--- src/rtl/alu_cmd_ctrl.sv ---
// alu_cmd_ctrl: parses UART RX command frames into ALU operations and returns the ALU
// result to the TX path as low/high bytes. Optional inter-byte timeout: ALU_CMD_TIMEOUT_EN.
`timescale 1ns/1ps
module alu_cmd_ctrl #(
  parameter int unsigned       DATA_W      = 8,
  parameter int unsigned       FUN_W       = 4,
  parameter int unsigned       OUT_W       = 16,
  parameter logic [DATA_W-1:0] CMD_OP_AB   = DATA_W'(8'hCC),
  parameter logic [DATA_W-1:0] CMD_OP_NA   = DATA_W'(8'hDD),
  parameter int unsigned       TIMEOUT_CYC = 1023
) (
  input  logic              CLK,
  input  logic              RST,
  input  logic [DATA_W-1:0] RX_P_DATA,
  input  logic              RX_D_VLD,
  output logic [DATA_W-1:0] ALU_A,
  output logic [DATA_W-1:0] ALU_B,
  output logic [FUN_W-1:0]  ALU_FUN,
  output logic              ALU_EN,
  input  logic [OUT_W-1:0]  ALU_OUT,
  input  logic              ALU_OUT_VLD,
  output logic [DATA_W-1:0] TX_P_DATA,
  output logic              TX_D_VLD,
  input  logic              TX_READY,
  output logic              CMD_ERR,
  output logic              BUSY
);

  localparam int unsigned RES_HI_W = OUT_W - DATA_W;

  typedef enum logic [2:0] {
    S_IDLE, S_GET_A, S_GET_B, S_GET_FUN, S_ALU_RUN, S_WAIT_RES, S_SEND_LO, S_SEND_HI
  } state_t;

  if (OUT_W != 2 * DATA_W) begin : g_chk_out_w
    $error("alu_cmd_ctrl: OUT_W must equal 2*DATA_W");
  end
  if (FUN_W > DATA_W || TIMEOUT_CYC == 0) begin : g_chk_cfg
    $error("alu_cmd_ctrl: FUN_W must fit in DATA_W and TIMEOUT_CYC must be nonzero");
  end

  state_t                r_state;
  state_t                w_state_nxt;
  logic [DATA_W-1:0]     r_alu_a;
  logic [DATA_W-1:0]     r_alu_b;
  logic [FUN_W-1:0]      r_alu_fun;
  logic [DATA_W-1:0]     r_tx_data;
  logic [RES_HI_W-1:0]   r_res_hi;
  logic                  r_alu_en;
  logic                  r_tx_vld;
  logic                  r_busy;
  logic                  r_cmd_err;
  logic                  w_alu_en_d;
  logic                  w_tx_vld_d;
  logic                  w_busy_d;
  logic                  w_cmd_err_d;
  logic                  w_discard;
  logic                  w_to_hit;
  logic                  w_tx_xfer;

  assign w_tx_xfer = r_tx_vld & TX_READY;

`ifdef ALU_CMD_TIMEOUT_EN
  localparam int unsigned TO_W = $clog2(TIMEOUT_CYC + 1);

  logic [TO_W-1:0] r_to_cnt;
  logic            w_to_run;
  logic            w_to_clr;

  // Counter runs while waiting on an RX byte or on the ALU result
  always_comb begin : p_to_cond
    w_to_run = 1'b0;
    w_to_clr = 1'b0;
    case (r_state)
      S_GET_A, S_GET_B, S_GET_FUN: begin
        w_to_run = 1'b1;
        w_to_clr = RX_D_VLD;
      end
      S_WAIT_RES: begin
        w_to_run = 1'b1;
        w_to_clr = ALU_OUT_VLD;
      end
      default: ;
    endcase
  end

  assign w_to_hit = w_to_run && !w_to_clr && (r_to_cnt == TO_W'(TIMEOUT_CYC - 1));

  always_ff @(posedge CLK or negedge RST) begin : p_to_cnt
    if (!RST) begin
      r_to_cnt <= '0;
    end else if (!w_to_run || w_to_clr || w_to_hit) begin
      r_to_cnt <= '0;
    end else begin
      r_to_cnt <= r_to_cnt + TO_W'(1);
    end
  end
`else
  assign w_to_hit = 1'b0;
`endif

  always_ff @(posedge CLK or negedge RST) begin : p_state
    if (!RST) r_state <= S_IDLE;
    else      r_state <= w_state_nxt;
  end

  always_comb begin : p_next
    w_state_nxt = r_state;
    w_discard   = 1'b0;
    case (r_state)
      S_IDLE: begin
        if (RX_D_VLD) begin
          if (RX_P_DATA == CMD_OP_AB)      w_state_nxt = S_GET_A;
          else if (RX_P_DATA == CMD_OP_NA) w_state_nxt = S_GET_FUN;
          else                             w_discard   = 1'b1;
        end
      end
      S_GET_A: begin
        if (RX_D_VLD)      w_state_nxt = S_GET_B;
        else if (w_to_hit) w_state_nxt = S_IDLE;
      end
      S_GET_B: begin
        if (RX_D_VLD)      w_state_nxt = S_GET_FUN;
        else if (w_to_hit) w_state_nxt = S_IDLE;
      end
      S_GET_FUN: begin
        if (RX_D_VLD)      w_state_nxt = S_ALU_RUN;
        else if (w_to_hit) w_state_nxt = S_IDLE;
      end
      S_ALU_RUN: begin
        w_state_nxt = S_WAIT_RES;
        w_discard   = RX_D_VLD;
      end
      S_WAIT_RES: begin
        if (ALU_OUT_VLD || w_to_hit) w_state_nxt = S_SEND_LO;
        w_discard = RX_D_VLD;
      end
      S_SEND_LO: begin
        if (w_tx_xfer) w_state_nxt = S_SEND_HI;
        w_discard = RX_D_VLD;
      end
      S_SEND_HI: begin
        if (w_tx_xfer) w_state_nxt = S_IDLE;
        w_discard = RX_D_VLD;
      end
      default: w_state_nxt = S_IDLE;
    endcase
  end

  // Control outputs are decoded from the next state so they register in step with it
  always_comb begin : p_out
    w_alu_en_d  = 1'b0;
    w_tx_vld_d  = 1'b0;
    w_busy_d    = 1'b0;
    w_cmd_err_d = 1'b0;
    w_alu_en_d  = (w_state_nxt == S_ALU_RUN);
    w_tx_vld_d  = (w_state_nxt == S_SEND_LO) || (w_state_nxt == S_SEND_HI);
    w_busy_d    = (w_state_nxt != S_IDLE);
    w_cmd_err_d = w_discard | w_to_hit;
  end

  always_ff @(posedge CLK or negedge RST) begin : p_regs
    if (!RST) begin
      r_alu_a   <= '0;
      r_alu_b   <= '0;
      r_alu_fun <= '0;
      r_tx_data <= '0;
      r_res_hi  <= '0;
      r_alu_en  <= 1'b0;
      r_tx_vld  <= 1'b0;
      r_busy    <= 1'b0;
      r_cmd_err <= 1'b0;
    end else begin
      r_alu_en  <= w_alu_en_d;
      r_tx_vld  <= w_tx_vld_d;
      r_busy    <= w_busy_d;
      r_cmd_err <= w_cmd_err_d;
      if (RX_D_VLD) begin
        case (r_state)
          S_GET_A:   r_alu_a   <= RX_P_DATA;
          S_GET_B:   r_alu_b   <= RX_P_DATA;
          S_GET_FUN: r_alu_fun <= RX_P_DATA[FUN_W-1:0];
          default: ;
        endcase
      end
      // Low byte goes straight to the TX register; high byte waits for the LO transfer
      if (r_state == S_WAIT_RES && ALU_OUT_VLD) begin
        r_tx_data <= ALU_OUT[DATA_W-1:0];
        r_res_hi  <= ALU_OUT[OUT_W-1:DATA_W];
      end else if (r_state == S_WAIT_RES && w_to_hit) begin
        r_tx_data <= '0;
        r_res_hi  <= '0;
      end else if (r_state == S_SEND_LO && w_tx_xfer) begin
        r_tx_data <= DATA_W'(r_res_hi);
      end
    end
  end

  assign ALU_A     = r_alu_a;
  assign ALU_B     = r_alu_b;
  assign ALU_FUN   = r_alu_fun;
  assign ALU_EN    = r_alu_en;
  assign TX_P_DATA = r_tx_data;
  assign TX_D_VLD  = r_tx_vld;
  assign CMD_ERR   = r_cmd_err;
  assign BUSY      = r_busy;

endmodule

--- config.mk ---
export PLATFORM = sky130hd
export DESIGN_NAME = alu_cmd_ctrl
export DESIGN_NICKNAME = d
export VERILOG_FILES = /design/src/rtl/alu_cmd_ctrl.sv
export SDC_FILE = /design/constraint.sdc
export NUM_CORES = 1
export LEC_CHECK = 0
export CAP_MARGIN = 0
export CORE_MARGIN = 5
export CORE_UTILIZATION = 30
export CTS_CLUSTER_SIZE = 20
export DETAILED_ROUTE_END_ITERATION = 7
export PLACE_DENSITY = 0.62
export RECOVER_POWER = 25
export SYNTH_ARGS = -nofsm -noshare
export SYNTH_HDL_FRONTEND = slang
export SYNTH_SLANG_ARGS = --single-unit
--- constraint.sdc ---
create_clock -name CLK -period 2.6 [get_ports CLK]
set_input_delay 0.52 -clock CLK [delete_from_list [all_inputs] [get_ports CLK]]
set_output_delay 0.52 -clock CLK [all_outputs]
set_load 0.05 [all_outputs]
==> results of run 1 <==
[metrics by stage]
step	hold WS, ns	util	power [mW]
4_1_cts	0.159	0.440	3.78
2_1_floorplan	0.224	-	2.61
3_3_place_gp	0.462	0.420	3.22
6_report	0.364	0.439	3.74
3_5_place_dp	0.466	0.420	3.24
5_1_grt	0.458	0.439	3.95
[logic make-up after synthesis]
logic type	Yosys count	synth area share
simple gates	42	0.134
flops	43	0.572
buf+inv	9	0.0326
compound gates	19	0.0652
mux	33	0.192
xor+xnor	1	0.00466
[final timing paths]
kind                          endpoint  slack, ns  cells after the start
max                           TX_D_VLD       0.54                      1
min                           ALU_B[0]       0.36                      1
max reg2reg                       BUSY       0.85                      4
min reg2reg                 ALU_FUN[1]       0.48                      2
max in group asynchronous  r_res_hi[5]       1.06                      2
min in group CLK            ALU_FUN[1]       0.48                      2
[flip-flops by register name, summed over array words and instances (netlist names), 3 cells and up]
| signal | flops |
|---|---|
| ALU_A | 8 |
| ALU_B | 8 |
| ALU_FUN | 4 |
| TX_P_DATA | 8 |
| r_res_hi | 8 |
| r_state | 3 |
[worst register-to-register path, cell delays in order (launching register included)]
cell,delay [ns]
sky130_fd_sc_hd__dfrtp_1,0.65
sky130_fd_sc_hd__and4bb_1,0.38
sky130_fd_sc_hd__a21oi_2,0.17
sky130_fd_sc_hd__nand3_2,0.09
sky130_fd_sc_hd__or3b_1,0.35
[layout make-up]
cell class | instances | area (um2) | area share
inverter | 2 | 7.51 | 0.00284
sequential | 43 | 1080 | 0.407
tap | 75 | 93.8 | 0.0355
clock buffer | 6 | 82.6 | 0.0312
clock inverter | 2 | 35.0 | 0.0132
multi-input combinational | 95 | 744 | 0.281
timing repair buffer | 62 | 607 | 0.229
[power groups by stage]
| stage | Sequential (mW) | Combinational [mW] | Clock (mW) |
|---|---|---|---|
| global route | 1.30 | 2.08 | 0.572 |
| finish | 1.24 | 1.96 | 0.536 |
| detailed placement | 1.26 | 1.98 | 0 |
| floorplan | 1.98 | 0.627 | 0 |
| CTS | 1.25 | 1.98 | 0.550 |
| global placement | 1.25 | 1.96 | 0 |
[cell usage in the layout (no fill, tap or decap)]
master                            synthesis  layout
sky130_fd_sc_hd__a21oi_2                  1       1
sky130_fd_sc_hd__a311oi_1                 1       1
sky130_fd_sc_hd__nand4_1                  2       2
sky130_fd_sc_hd__and3b_1                  1       1
sky130_fd_sc_hd__and2b_1                  1       1
sky130_fd_sc_hd__nand2_1                 17      17
sky130_fd_sc_hd__and2_1                   1       1
sky130_fd_sc_hd__bufinv_16                0       1
sky130_fd_sc_hd__o21bai_1                 1       1
sky130_fd_sc_hd__mux2i_1                  8       8
sky130_fd_sc_hd__clkdlybuf4s50_1          0      59
sky130_fd_sc_hd__dfrtp_1                 43      43
sky130_fd_sc_hd__o2111ai_1                1       1
sky130_fd_sc_hd__mux2_1                   1       1
sky130_fd_sc_hd__nand3b_4                 1       1
sky130_fd_sc_hd__and4bb_1                 1       1
sky130_fd_sc_hd__o2bb2ai_1                1       1
sky130_fd_sc_hd__inv_1                    2       2
sky130_fd_sc_hd__buf_4                    3       1
sky130_fd_sc_hd__o21a_1                   1       1
sky130_fd_sc_hd__and4bb_2                 1       1
sky130_fd_sc_hd__nor2_4                   1       1
sky130_fd_sc_hd__nand3b_1                 1       1
sky130_fd_sc_hd__a21bo_2                  1       1
sky130_fd_sc_hd__clkbuf_8                 0       6
sky130_fd_sc_hd__or3b_1                   1       1
sky130_fd_sc_hd__a21oi_1                  9       9
sky130_fd_sc_hd__nand3_1                  2       2
sky130_fd_sc_hd__a22oi_1                  1       1
sky130_fd_sc_hd__nor3_1                   1       1
sky130_fd_sc_hd__clkbuf_1                 1       1
sky130_fd_sc_hd__nand4b_2                 1       1
sky130_fd_sc_hd__clkinv_2                 0       1
sky130_fd_sc_hd__o21ai_0                  2       2
sky130_fd_sc_hd__nand3_2                  1       1
sky130_fd_sc_hd__mux2_2                  24      24
sky130_fd_sc_hd__nor2_1                   8       8
sky130_fd_sc_hd__xnor2_1                  1       1
sky130_fd_sc_hd__clkbuf_2                 0       1
sky130_fd_sc_hd__nor4bb_1                 1       1
[metal layers]
layer | share of wire | GRT usage
met5 | 0 | 0
met3 | 0.038 | 0.0249
met1 | 0.47 | 0.152
met2 | 0.47 | 0.171
met4 | 0.018 | 0.0447
==> flow_summary.json, run 1 <==
{
  "drive_above_1_share": 0.195,
  "final-hold-violation-count": 0,
  "post-place-cells": 277,
  "antenna_violation_net_count_after_detailed_routing": 0,
  "die_w_um": 89.2,
  "gr-usage-all-layers": 0.111,
  "worst_ir_drop_vdd_uv": 785,
  "crit_chain": "clkdlybuf4s50_1",
  "setup.worst_path.end_class": "output pin",
  "wirelength_mm": 4.09,
  "worst_path_largest_cell_delay_ns": 0.83,
  "total_i_o_pin_count": 61,
  "total_switching_power_mw": 1.66,
  "slew_headroom": 0.337,
  "cts_repair_resizes": 0,
  "setup.worst_path.class": "reg -> out",
  "synth_cell_types": 37,
  "clock-skew-final_ns": 0.00272,
  "yosys_register_bits": 43,
  "route.vias.total": 1288,
  "drv.max_cap_violation_count": 0,
  "post-route-cell-area_mm2": 0.00265,
  "switching_part_of_the_total_power": 0.445,
  "syn_inst": 147,
  "post_synth_instance_area_mm2": 0.00188,
  "fp.coreArea_mm2": 0.00603,
  "number_of_buffers_added_for_setup_after_cts": 0,
  "clock-sinks": 43,
  "worst_r2r_startpoint": "r_state[1]",
  "first_pass_iters": 4,
  "detail_route.wl_per_cell_um": 14.4,
  "maxSlewViolCount": 0,
  "pre_cts_slack_ns": 0.405,
  "synth-seq-area-share": 0.572,
  "crit_required_ns": 2.08,
  "outcome": "complete, no violations",
  "final_cell_count_no_fill": 285,
  "tritoncts_clock_tree": "built",
  "place_area_mm2": 0.00253,
  "hold_buffers": 0,
  "grt_max_degree": 27,
  "cts_buffers": 5,
  "vias_per_cell": 4.52,
  "critical_path.max_fanout": 5,
  "wire_length_of_the_first_global_routing_pass_mm": 6.70,
  "ys_dominant_reg_cell": "sky130_fd_sc_hd__dfrtp_1",
  "synth_top_cells_by_area": "sky130_fd_sc_hd__dfrtp_1 (57%), sky130_fd_sc_hd__mux2_2 (14%), sky130_fd_sc_hd__mux2i_1 (4.3%)",
  "period_minus_slack_ns": 2.06,
  "grt_setup_unrepaired": "no",
  "grt_remaining_overflow": 0,
  "postSynthAreaPerCell_um2": 12.8,
  "cts_root_buf": "sky130_fd_sc_hd__clkbuf_8",
  "final_setup_violations": 0,
  "synth_top_area_cell": "sky130_fd_sc_hd__dfrtp_1",
  "timing.critical_path.slowest_stage_cell": "sky130_fd_sc_hd__clkdlybuf4s50_1",
  "initial_core_util": 0.312,
  "nNetsFinal": 238,
  "clkLatencyLatePin_ns": 0.29,
  "max_slew.worst_pin.slew_ns": 0.995,
  "synth.yosys.warnings": 0,
  "cts.reportedPaths.clkPinSlew_ns": 0.08,
  "ctsLongestPathBuffers": 2,
  "grt_antenna_before_repair": 0,
  "finalWorstSetupSlack_ns": 0.536,
  "timing.critical_path.arrival_ns": 1.54,
  "number_of_nets_produced_by_synthesis": 176,
  "yosys.cell_count.top_type": "sky130_fd_sc_hd__dfrtp_1",
  "pwr-share-seq": 0.332,
  "post-route-drc-count": 0,
  "hold_path_class": "in -> async",
  "vias_in_the_first_global_route": 1332,
  "worst_setup_path_start_kind": "register",
  "gpl.final_weighted_congestion": 0.730,
  "total_leakage_power_nw": 1.11,
  "htree_levels": 2,
  "fp.dieH_um": 89.2,
  "critical_path_buf_inv_count": 1,
  "comb_power_share": 0.525,
  "floorplan.die_area_mm2": 0.00796,
  "fillCellCount": 566,
  "antenna-diode-count": 0,
  "detailedPlacementHpwl_mm": 3.03,
  "rows": 28,
  "synth_edf_count": 0,
  "dominant_delay_contributor_by_cell_family_on_the_critical_path": "buffers and inverters",
  "finalCritPeriodShare": 0.794,
  "powerDensity_mw_per_mm2": 1410,
  "port_buffers": 60,
  "synth_largest_type_area_fraction": 0.572,
  "internal-power_mw": 2.07,
  "top_post_synthesis_cells_by_count": "sky130_fd_sc_hd__dfrtp_1 (43), sky130_fd_sc_hd__mux2_2 (24), sky130_fd_sc_hd__nand2_1 (17), sky130_fd_sc_hd__a21oi_1 (9)",
  "fin_tns_setup_ns": 0,
  "crit_path_start": "TX_D_VLD",
  "synth-async-reset-ratio": 1.00,
  "area_growth_pct": 40.6,
  "max_freq_ghz": 0.485,
  "dr.first_iter.drc_count": 47,
  "clockPowerShare": 0.143
}
(Power assumes the default switching activity.)
==> inputs of run 2 (changes only) <==
- PLACE_DENSITY: 0.62 -> 0.64
- clock period: 2.6 -> 1.65 ns (I/O delays scaled with it)
==> run 2 against run 1 <==
Sequential share of layout area fell by 2.0 points; worst setup slack got worse by 0.45 ns; critical path type is now in -> reg; register-to-register slack got worse by 0.71 ns; non-clock buffer count rose by 20.
==> flow_summary.json, run 2 (synthesis gave the netlist of run 1 again) <==
{
  "setup.worst_path.class": "in -> reg",
  "final_cell_count_no_fill": 305,
  "route.vias.total": 1356,
  "ctsLongestPathBuffers": 2,
  "number_of_buffers_added_for_setup_after_cts": 0,
  "nNetsFinal": 258,
  "maxSlewViolCount": 0,
  "clkLatencyLatePin_ns": 0.29,
  "layout_commonest_cell": "sky130_fd_sc_hd__buf_4",
  "antenna-diode-count": 0,
  "dr.first_iter.drc_count": 41,
  "vias_in_the_first_global_route": 1387,
  "area_growth_pct": 47.9,
  "final-hold-violation-count": 0,
  "clock-skew-final_ns": 0.00478,
  "routedLengthMet1_mm": 1.91,
  "max_slew.worst_pin.slew_ns": 0.469,
  "worst_setup_path_start_kind": "input port",
  "critical_path.max_fanout": 7,
  "first_pass_iters": 3,
  "rows": 28,
  "worst_ir_drop_vdd_uv": 1130,
  "powerDensity_mw_per_mm2": 2150,
  "timing.critical_path.arrival_ns": 1.73,
  "finalCritPeriodShare": 0.945,
  "cts.reportedPaths.clkPinSlew_ns": 0.08,
  "cts_root_buf": "sky130_fd_sc_hd__clkbuf_8",
  "detail_route.wl_per_cell_um": 13.6,
  "total_i_o_pin_count": 61,
  "post-route-cell-area_mm2": 0.00278,
  "port_buffers": 60,
  "mostFrequentLayoutCells": "sky130_fd_sc_hd__buf_4 (47), sky130_fd_sc_hd__dfrtp_1 (42), sky130_fd_sc_hd__clkdlybuf4s50_1 (27)",
  "clock-sinks": 43,
  "die_w_um": 89.2,
  "cts_buffers": 5,
  "whs_ns": 0.487,
  "detailedPlacementHpwl_mm": 3.26,
  "drive_above_1_share": 0.409,
  "wirelength_mm": 4.13,
  "power_mw": 5.99,
  "gpl.final_weighted_congestion": 0.794,
  "drv.max_cap_violation_count": 0,
  "htree_levels": 2,
  "place_area_mm2": 0.00267,
  "fp.dieH_um": 89.2,
  "total_leakage_power_nw": 1.26,
  "tritoncts_clock_tree": "built",
  "initial_core_util": 0.312,
  "detailroute.wirelength.met3_um": 176,
  "grt_setup_unrepaired": "no",
  "post-route-drc-count": 0,
  "slew_headroom": 0.687,
  "grt_max_degree": 25,
  "hold_path_class": "reg -> reg",
  "gr-usage-all-layers": 0.113,
  "floorplan.die_area_mm2": 0.00796,
  "crit_required_ns": 1.82,
  "final_setup_violations": 0,
  "outcome": "complete, no violations",
  "antenna_violation_net_count_after_detailed_routing": 0,
  "routed_length_on_met2_mm": 2.00,
  "setup.worst_path.end_class": "register",
  "vias_per_cell": 4.45,
  "wire_length_of_the_first_global_routing_pass_mm": 6.90,
  "fp.coreArea_mm2": 0.00603,
  "top_layer": "met4",
  "grt_remaining_overflow": 0,
  "post-place-cells": 296,
  "fin_tns_setup_ns": 0,
  "period_minus_slack_ns": 1.56,
  "grt_antenna_before_repair": 0,
  "max_freq_ghz": 0.641
}
-- run 2: layer usage --
layer	vias to the layer above	GRT usage
li1	678	-
met1	648	0.154
met2	26	0.175
met3	4	0.0258
met4	0	0.0406
met5	-	0
-- run 2: repair_timing --
action                     CTS  global route
setup endpoints to repair    0             1
hold buffers                 1             0
hold endpoints to repair    18             0
gates resized for setup      0             1
-- run 2: critical path, cell delays in order --
cell and delay, ns:
sky130_fd_sc_hd__clkdlybuf4s50_1 0.50, sky130_fd_sc_hd__and2b_1 0.22, sky130_fd_sc_hd__buf_4 0.13, sky130_fd_sc_hd__nand3_1 0.10, sky130_fd_sc_hd__nand2_1 0.07, sky130_fd_sc_hd__or3b_1 0.36
-- run 2: area by class of cell --
cell class | instances | area, um2
multi-input cells | 95 | 744
clock buffers | 6 | 82.6
inverters | 2 | 7.51
clock inverters | 2 | 35.0
fillers | 584 | 3240
repair buffers | 82 | 743
well taps | 75 | 93.8
flip-flops and latches | 43 | 1080
-- run 2: path summary, 6_finish.rpt --
check,depth (start not counted),endpoint,slack (ns),from
max,6,BUSY,0.09,RX_D_VLD
min,2,ALU_FUN[2],0.49,ALU_FUN[2]
max reg2reg,5,BUSY,0.14,r_state[1]
min reg2reg,2,ALU_FUN[2],0.49,ALU_FUN[2]
max in group asynchronous,3,TX_P_DATA[3],0.33,RST
min in group asynchronous,2,ALU_A[1],0.51,RST
-- run 2: power breakdown --
group / total, mW / switching (mW) / internal [mW]
sequential: 1.94 / 0.374 / 1.57
combinational: 3.22 / 1.94 / 1.27
clock: 0.832 / 0.342 / 0.490
total: 5.99 / 2.66 / 3.33
-- run 2: per-stage QoR --
step / worst slack [ns] / util
after CTS: 0.0701 / 0.464
final: 0.0905 / 0.462
after floorplan: 0.0891 / -
after global routing: 0.0359 / 0.462
after detailed placement: -0.208 / 0.443
after global placement: -0.213 / 0.443
